File: src/rtl/video_dram_arb_pkg.sv
// Shared encodings for the video DRAM slot arbiter.
// Imported by the arbiter top and its fetch-pattern helper.
package video_dram_arb_pkg;

    localparam logic [1:0] VMODE_NONE  = 2'b00;
    localparam logic [1:0] VMODE_HALFQ = 2'b01;
    localparam logic [1:0] VMODE_HALF  = 2'b10;
    localparam logic [1:0] VMODE_FULL  = 2'b11;

    localparam int RFSH_W = 3;

    typedef enum logic [1:0] {
        OWN_IDLE = 2'b00,
        OWN_VID  = 2'b01,
        OWN_RFSH = 2'b10,
        OWN_CPU  = 2'b11
    } slot_owner_t;

endpackage

File: src/rtl/video_dram_arb_slot_pattern.sv
// Video slot eligibility within an 8-slot bundle, per fetch density mode.
// Kept separate so new fetch patterns only touch this file.
module video_slot_pattern
    import video_dram_arb_pkg::*;
(
    input  logic [1:0] vmode,
    input  logic [2:0] phase,
    output logic       elig
);

    always_comb begin
        elig = 1'b0;
        case (vmode)
            VMODE_NONE:  elig = 1'b0;
            VMODE_HALFQ: elig = (phase[1:0] == 2'b00);
            VMODE_HALF:  elig = ~phase[0];
            VMODE_FULL:  elig = 1'b1;
            default:     elig = 1'b0;
        endcase
    end

endmodule

File: src/rtl/video_dram_arb.sv
// Per-slot DRAM arbiter: video fetch window, refresh backlog and CPU
// share each cend slot, with exactly one registered owner per slot.
module video_dram_arb
    import video_dram_arb_pkg::*;
#(
    parameter int RFSH_MAX    = 4,
    parameter int RFSH_URGENT = 3
) (
    input  logic              clk,
    input  logic              rst,
    input  logic              cend,
    input  logic              pre_cend,
    input  logic              fetch_start,
    input  logic              fetch_end,
    input  logic [1:0]        vmode,
    input  logic              rfsh_req,
    input  logic              cpu_req,
    output logic              go,
    output logic              slot_video,
    output logic              slot_rfsh,
    output logic              slot_cpu,
    output logic [7:0]        vfetch_cnt,
    output logic [RFSH_W-1:0] rfsh_pend
);

    localparam logic [RFSH_W-1:0] PEND_MAX = RFSH_W'(RFSH_MAX);
    localparam logic [RFSH_W-1:0] PEND_URG = RFSH_W'(RFSH_URGENT);

    logic              go_q, go_d;
    logic [2:0]        phase_q, phase_d;
    logic [RFSH_W-1:0] pend_q, pend_d;
    logic [7:0]        vcnt_q, vcnt_d;
    logic              vid_q, vid_d;
    logic              rfsh_q, rfsh_d;
    logic              cpu_q, cpu_d;
    logic              elig;
    logic              vid_ok;
    slot_owner_t       owner;

    video_slot_pattern u_pattern (
        .vmode (vmode),
        .phase (phase_q),
        .elig  (elig)
    );

    assign vid_ok = go_q & elig;

    always_comb begin
        owner = OWN_IDLE;
        if (vid_ok)
            owner = OWN_VID;
        else if (pend_q >= PEND_URG)
            owner = OWN_RFSH;
        else if (cpu_req)
            owner = OWN_CPU;
        else if (pend_q != '0)
            owner = OWN_RFSH;
    end

    always_comb begin
        go_d    = go_q;
        phase_d = phase_q;
        if (cend) begin
            if (fetch_start) begin
                go_d    = 1'b1;
                phase_d = 3'd0;
            end else begin
                if (go_q)
                    phase_d = phase_q + 3'd1;
                if (fetch_end)
                    go_d = 1'b0;
            end
        end
    end

    always_comb begin
        vid_d  = vid_q;
        rfsh_d = rfsh_q;
        cpu_d  = cpu_q;
        if (pre_cend) begin
            vid_d  = (owner == OWN_VID);
            rfsh_d = (owner == OWN_RFSH);
            cpu_d  = (owner == OWN_CPU);
        end
    end

    // A grant and a new request in the same clk cancel out.
    always_comb begin
        pend_d = pend_q;
        if (pre_cend && owner == OWN_RFSH) begin
            if (!rfsh_req)
                pend_d = pend_q - RFSH_W'(1);
        end else if (rfsh_req && pend_q < PEND_MAX) begin
            pend_d = pend_q + RFSH_W'(1);
        end
    end

    always_comb begin
        vcnt_d = vcnt_q;
        if (cend && fetch_start)
            vcnt_d = 8'd0;
        else if (pre_cend && owner == OWN_VID && vcnt_q != 8'hFF)
            vcnt_d = vcnt_q + 8'd1;
    end

    always_ff @(posedge clk or posedge rst) begin
        if (rst) begin
            go_q    <= 1'b0;
            phase_q <= 3'd0;
            pend_q  <= '0;
            vcnt_q  <= 8'd0;
            vid_q   <= 1'b0;
            rfsh_q  <= 1'b0;
            cpu_q   <= 1'b0;
        end else begin
            go_q    <= go_d;
            phase_q <= phase_d;
            pend_q  <= pend_d;
            vcnt_q  <= vcnt_d;
            vid_q   <= vid_d;
            rfsh_q  <= rfsh_d;
            cpu_q   <= cpu_d;
        end
    end

    assign go         = go_q;
    assign slot_video = vid_q;
    assign slot_rfsh  = rfsh_q;
    assign slot_cpu   = cpu_q;
    assign vfetch_cnt = vcnt_q;
    assign rfsh_pend  = pend_q;

endmodule
File: config.mk
export PLATFORM = sky130hd
export DESIGN_NAME = video_dram_arb
export DESIGN_NICKNAME = d
export VERILOG_FILES = /design/src/rtl/video_dram_arb_pkg.sv /design/src/rtl/video_dram_arb_slot_pattern.sv /design/src/rtl/video_dram_arb.sv
export SDC_FILE = /design/constraint.sdc
export NUM_CORES = 1
export LEC_CHECK = 0
export CAP_MARGIN = 20
export CORE_ASPECT_RATIO = 1.4
export CORE_UTILIZATION = 50
export CTS_CLUSTER_SIZE = 14
export DETAILED_ROUTE_END_ITERATION = 6
export GPL_TIMING_DRIVEN = 1
export MAX_ROUTING_LAYER = met4
export PLACE_DENSITY_LB_ADDON = 0.08
export SYNTH_ARGS = -nofsm -noshare
export SYNTH_HDL_FRONTEND = slang
export SYNTH_SLANG_ARGS = --single-unit
File: constraint.sdc
create_clock -name clk -period 6.6 [get_ports clk]
set_input_delay 1.32 -clock clk [delete_from_list [all_inputs] [get_ports clk]]
set_output_delay 1.32 -clock clk [all_outputs]
set_load 0.05 [all_outputs]
## Yosys cells after proc, flatten, opt, wreduce, memory -nomap -nowiden

Cells that the tools add are included.

- Bits in registers: 18
- Bits of input ports: 10
- Output and inout port bits: 15
- Word-level logic and storage cells: 52

- Add/subtract/negate cells: 4
- Order comparisons: 2
- Eq/ne operators: 8
- Multiplexer cells: 14
- Bitwise operators: 2
- Reductions and logical operators: 15

Operators with widths:

| kind | count |
|---|---|
| 8-bit two-way mux | 2 |
| 3-bit two-way mux | 5 |
| 8-bit by 1-bit adder with 8-bit output (second input constant) | 1 |
| 2-bit == test (second input constant) | 4 |
| 2-bit two-way mux | 4 |
| 8-bit != test (second input constant) | 1 |
| 2-bit nonzero test | 4 |
| 3-bit by 1-bit adder with 3-bit output (second input constant) | 2 |
| 2-bit AND reduction | 3 |
| 1-bit logical AND | 5 |
| 2-bit by 1-bit == test with 1-bit output (second input constant) | 2 |
| 2-bit logical NOT | 2 |
| 1-bit one-hot mux with 4 select lines | 1 |
| 3-bit by 2-bit >= comparator with 1-bit output (second input constant) | 1 |
| 3-bit < comparator (second input constant) | 1 |
| 3-bit nonzero test | 1 |
| 3-bit by 1-bit subtractor with 3-bit output (second input constant) | 1 |
| 1-bit two-way mux | 2 |
| 2-bit != test (second input constant) | 1 |
| 1-bit AND | 1 |
| 1-bit inverter | 1 |

## Longest topological paths before layout

- Depth after elaboration: 10
- Mapped depth: 11
- Depth with buffers taken out: 11

## By module

A second synthesis with hierarchy kept.

- Cell total of the unflattened synthesis: 116
- Area, all modules: 1,073.5 sq um

By module, submodules not included:

| module | times used | cells each | area an instance (sq um) | sequential area each (sq um) |
|---|---|---|---|---|
| video_dram_arb | 1 | 113 | 1,054.8 | 450.4 |
| video_slot_pattern | 1 | 3 | 18.8 | 0.0 |

## Worst setup path after synthesis

No wires, ideal clock.

- Kind: in2reg
- Start point: input vmode[0]
- End point: register pend_q[1], in the netlist rfsh_pend[1]
- Library setup time: 78 ps
- Data arrival time: 3,032 ps
- Data required time: 6,522 ps
- Slack: 3,491 ps
- Stages on the path: 8
- Buffers on the path: 0
- Path through: nand2b_1 > a31oi_4 > o211ai_2 > fa_1 > and4b_1 > a32o_1 > a221oi_2 > a21boi_1

- Word-level cells in the longest chain between the ends: 8
- Elaborated cells between the ends (all ways): 13
- Those cells by class: 5 x eq/ne; 3 x mux; 1 x bitwise; 4 x reduce/logical

Ends and longest elaborated chain:

| what | RTL line | RTL |
|---|---|---|
| start, declared | video_dram_arb.sv:15 | `input logic [1:0] vmode,` |
| 2-bit == test (tied with other cells) | video_dram_arb_slot_pattern.sv:13 | `case (vmode)` |
| 1-bit one-hot mux with 4 select lines (*) | video_dram_arb_slot_pattern.sv:13 |  |
| 1-bit AND (*) | video_dram_arb.sv:46 | `assign vid_ok = go_q & elig;` |
| 2-bit two-way mux (*) | video_dram_arb.sv:50 | `if (vid_ok)` |
| 2-bit == test (*) | video_dram_arb.sv:90 | `if (pre_cend && owner == OWN_RFSH) begin` |
| 1-bit logical AND (*) | video_dram_arb.sv:90 |  |
| 2-bit != test (no line) or 2-bit nonzero test (tied branches) | - |  |
| 2-bit AND reduction (no line) | - |  |
| end signal, assigned | video_dram_arb.sv:118 | `pend_q <= pend_d;` |
| end, declared | video_dram_arb.sv:31 | `logic [RFSH_W-1:0] pend_q, pend_d;` |

Mark *: on every way between the ends. The rest lies on a longest branch, timed or not.
A chain may end at the register's enable or synchronous reset.

## Final worst setup path

Ends and elaborated chain as after synthesis.

==> impl_metrics.env <==
export IMPL_clk_pin_slew_ns=0.10
export IMPL_grt_max_degree=18
export IMPL_track_usage_pct=21.1
export IMPL_synth_avg_cell_area_um2=9.57
export IMPL_async_flop_share_pct=100
export IMPL_die_x_um=40.1
export IMPL_first_pass_iters=4
export IMPL_core_area_mm2=0.00182
export IMPL_finalMaxSlewViolations=0
export IMPL_crit_type="in2reg"
export IMPL_grt_pass1_vias=770
export IMPL_hold_viol_final=0
export IMPL_power_density_mw_per_mm2=315
export IMPL_yosys_warnings=0
export IMPL_seq_area_frac_synth_pct=41.9
export IMPL_syn_num_nets=119
export IMPL_initial_utilization_pct=55.6
export IMPL_cts_buffers=3
export IMPL_final_antenna_net_count=0
export IMPL_dpl_instance_area_mm2=0.00126
export IMPL_crit_path_max_fanout=14
export IMPL_cts_sinks=17
export IMPL_ys_flop_type="dfrtp_1"
export IMPL_synth_edf_count=0
export IMPL_status="finished clean"
export IMPL_diodes=0
export IMPL_hp_class="reg2reg"
export IMPL_layout_cells_most_common_list="24 x clkdlybuf4s50_1, 17 x dfrtp_1, 13 x nor2_1, 10 x inv_1"
export IMPL_area_growth_pct=26.5
export IMPL_dieArea_mm2=0.00222
export IMPL_worstMarginPinSlew_ns=0.620
export IMPL_finClkSkew_ns=0.00434
export IMPL_hpwl_mm=1.44
export IMPL_max_cap_violations=0
export IMPL_period_share_pct=55.4
export IMPL_portBuffers=24
export IMPL_vias_per_cell=5.50
export IMPL_drt_initial_drc_count=14
export IMPL_wire_per_inst_um=12.5
export IMPL_finalInstanceArea_mm2=0.00128
export IMPL_drive_gt1_share_pct=9.23
export IMPL_cts_tree="done"
export IMPL_fin_crit_ns=3.66
export IMPL_nets=144
export IMPL_io_pins=25
export IMPL_worst_r2r_setup_slack_ns=3.82
export IMPL_syn_inst=106
export IMPL_cts_resized=0
export IMPL_worst_ep_required_time_ns=6.82
export IMPL_endpoint_kind="flip-flop"
export IMPL_fmax_ghz=0.273
export IMPL_startpoint_type="primary input"
export IMPL_rsz0062_at_grt="no"
export IMPL_drt_total_wl_mm=1.88
export IMPL_grt_pass1_wl_mm=3.23
export IMPL_worstPathArrival_ns=3.88
export IMPL_setup_viol=0
export IMPL_cts_root_buffer="clkbuf_4"
export IMPL_grt_ovfl_total=0
export IMPL_max_slew_margin_pct=58.6
export IMPL_cts_setup_buffers=0
export IMPL_rows=18
export IMPL_drcViolationCount=0
export IMPL_clk_latency_ns=0.29
export IMPL_vdd_drop_max_mv=0.209
export IMPL_hold_buffers=0
export IMPL_max_clock_path_buffers=2
export IMPL_ys_ff_latch=17
export IMPL_yosys_cell_types_count=37
export IMPL_netlist_area_mm2=0.00101
export IMPL_mostFrequentLayoutCell="clkdlybuf4s50_1"
export IMPL_htreeDepth=1
export IMPL_antenna_found_initial=0
export IMPL_fillers=142
export IMPL_vias=825
export IMPL_setup_tns_final_ns=0
export IMPL_leakage_nw=0.521
export IMPL_gp_routability_congestion=0.821
export IMPL_fp_dieH_um=55.3
## cells by family (layout without fill, tap and decap cells)
family | after synthesis | in the layout | share of synthesized area [%]
AO/OA/AOI/OAI | 19 | 19 | 14.8
XOR/XNOR | 8 | 8 | 6.91
adder cells (fa/ha/maj) | 3 | 3 | 4.44
buffers and inverters | 14 | 38 | 6.04
flip-flops | 17 | 17 | 41.9
multiplexers | 2 | 2 | 1.97
AND/OR/NAND/NOR | 43 | 43 | 23.9
## critical path, cell delays in order
cell	delay [ns]
clkdlybuf4s50_1	0.42
nand2b_1	0.18
a31oi_4	0.43
o211ai_2	0.25
fa_1	0.50
and4b_1	0.20
a32o_1	0.22
a221oi_2	0.17
a21boi_1	0.17
## where the power goes
part / switching (mW) / total (mW) / internal (mW)
Sequential: 0.0247 / 0.148 / 0.124
Combinational: 0.125 / 0.202 / 0.0766
Clock: 0.0317 / 0.0542 / 0.0225
Total: 0.182 / 0.404 / 0.223
## worst paths after layout
check / from / to / cells past startpoint
setup reg to reg: phase_q[0] / rfsh_pend[1] / 10
max in group asynchronous: rst / vfetch_cnt[1] / 2
setup / recovery: vmode[0] / rfsh_pend[1] / 9
min in group asynchronous: rst / vfetch_cnt[0] / 2
hold reg to reg: phase_q[1] / phase_q[1] / 2
hold / removal: phase_q[1] / phase_q[1] / 2
## flip-flops by register name (all words and copies together), names as in the netlist
register	flops
slot_video	1
slot_rfsh	1
phase_q	2
vfetch_cnt	8
go	1
slot_cpu	1
rfsh_pend	3
## Yosys cell counts (2+ instances only)
| cell type | n | share of area, % |
|---|---|---|
| a21oi_1 | 3 | 1.5 |
| clkbuf_1 | 2 | 0.74 |
| dfrtp_1 | 17 | 42 |
| ha_1 | 2 | 2.5 |
| inv_1 | 10 | 3.7 |
| mux2i_1 | 2 | 2.0 |
| nand2_1 | 8 | 3.0 |
| nand2b_1 | 3 | 1.8 |
| nand3_1 | 5 | 2.5 |
| nor2_1 | 13 | 4.8 |
| nor2b_1 | 2 | 1.2 |
| nor3_1 | 2 | 0.99 |
| o21ai_0 | 6 | 3.0 |
| xnor2_1 | 8 | 6.9 |
## layer usage
layer | GRT usage, % | share of wire (%) | wire (um) | vias up
met3 | 2.41 | 3.2 | 61 | 4
li1 | - | - | - | 415
met1 | 27.3 | 45 | 844 | 389
met4 | 8.87 | 1.7 | 32 | 0
met5 | - | 0 | 0 | -
met2 | 32.3 | 50 | 942 | 17
## metrics by stage
step / util [%] / power (mW) / setup WS, ns / hold slack (ns) / std cells
after detailed placement: 68.9 / 0.352 / 2.66 / 0.474 / 146
after global placement: 68.9 / 0.347 / 2.75 / 0.463 / 146
after CTS: 70.4 / 0.407 / 2.96 / 0.497 / 150
after global routing: 70.4 / 0.431 / 2.81 / 0.558 / 150
after floorplan: - / 0.295 / 3.49 / 0.450 / 106
final: 70.4 / 0.404 / 2.94 / 0.492 / 150
## layout make-up
type	instances	area, um2	area share, %
clock inverters	1	5.00	0.390
clock buffers	3	22.5	1.75
repair buffers	24	240	18.7
well taps	20	25.0	1.95
multi-input cells	75	528	41.1
inverters	10	37.5	2.92
flip-flops and latches	17	425	33.1
Power figures use the tool's default switching activity.
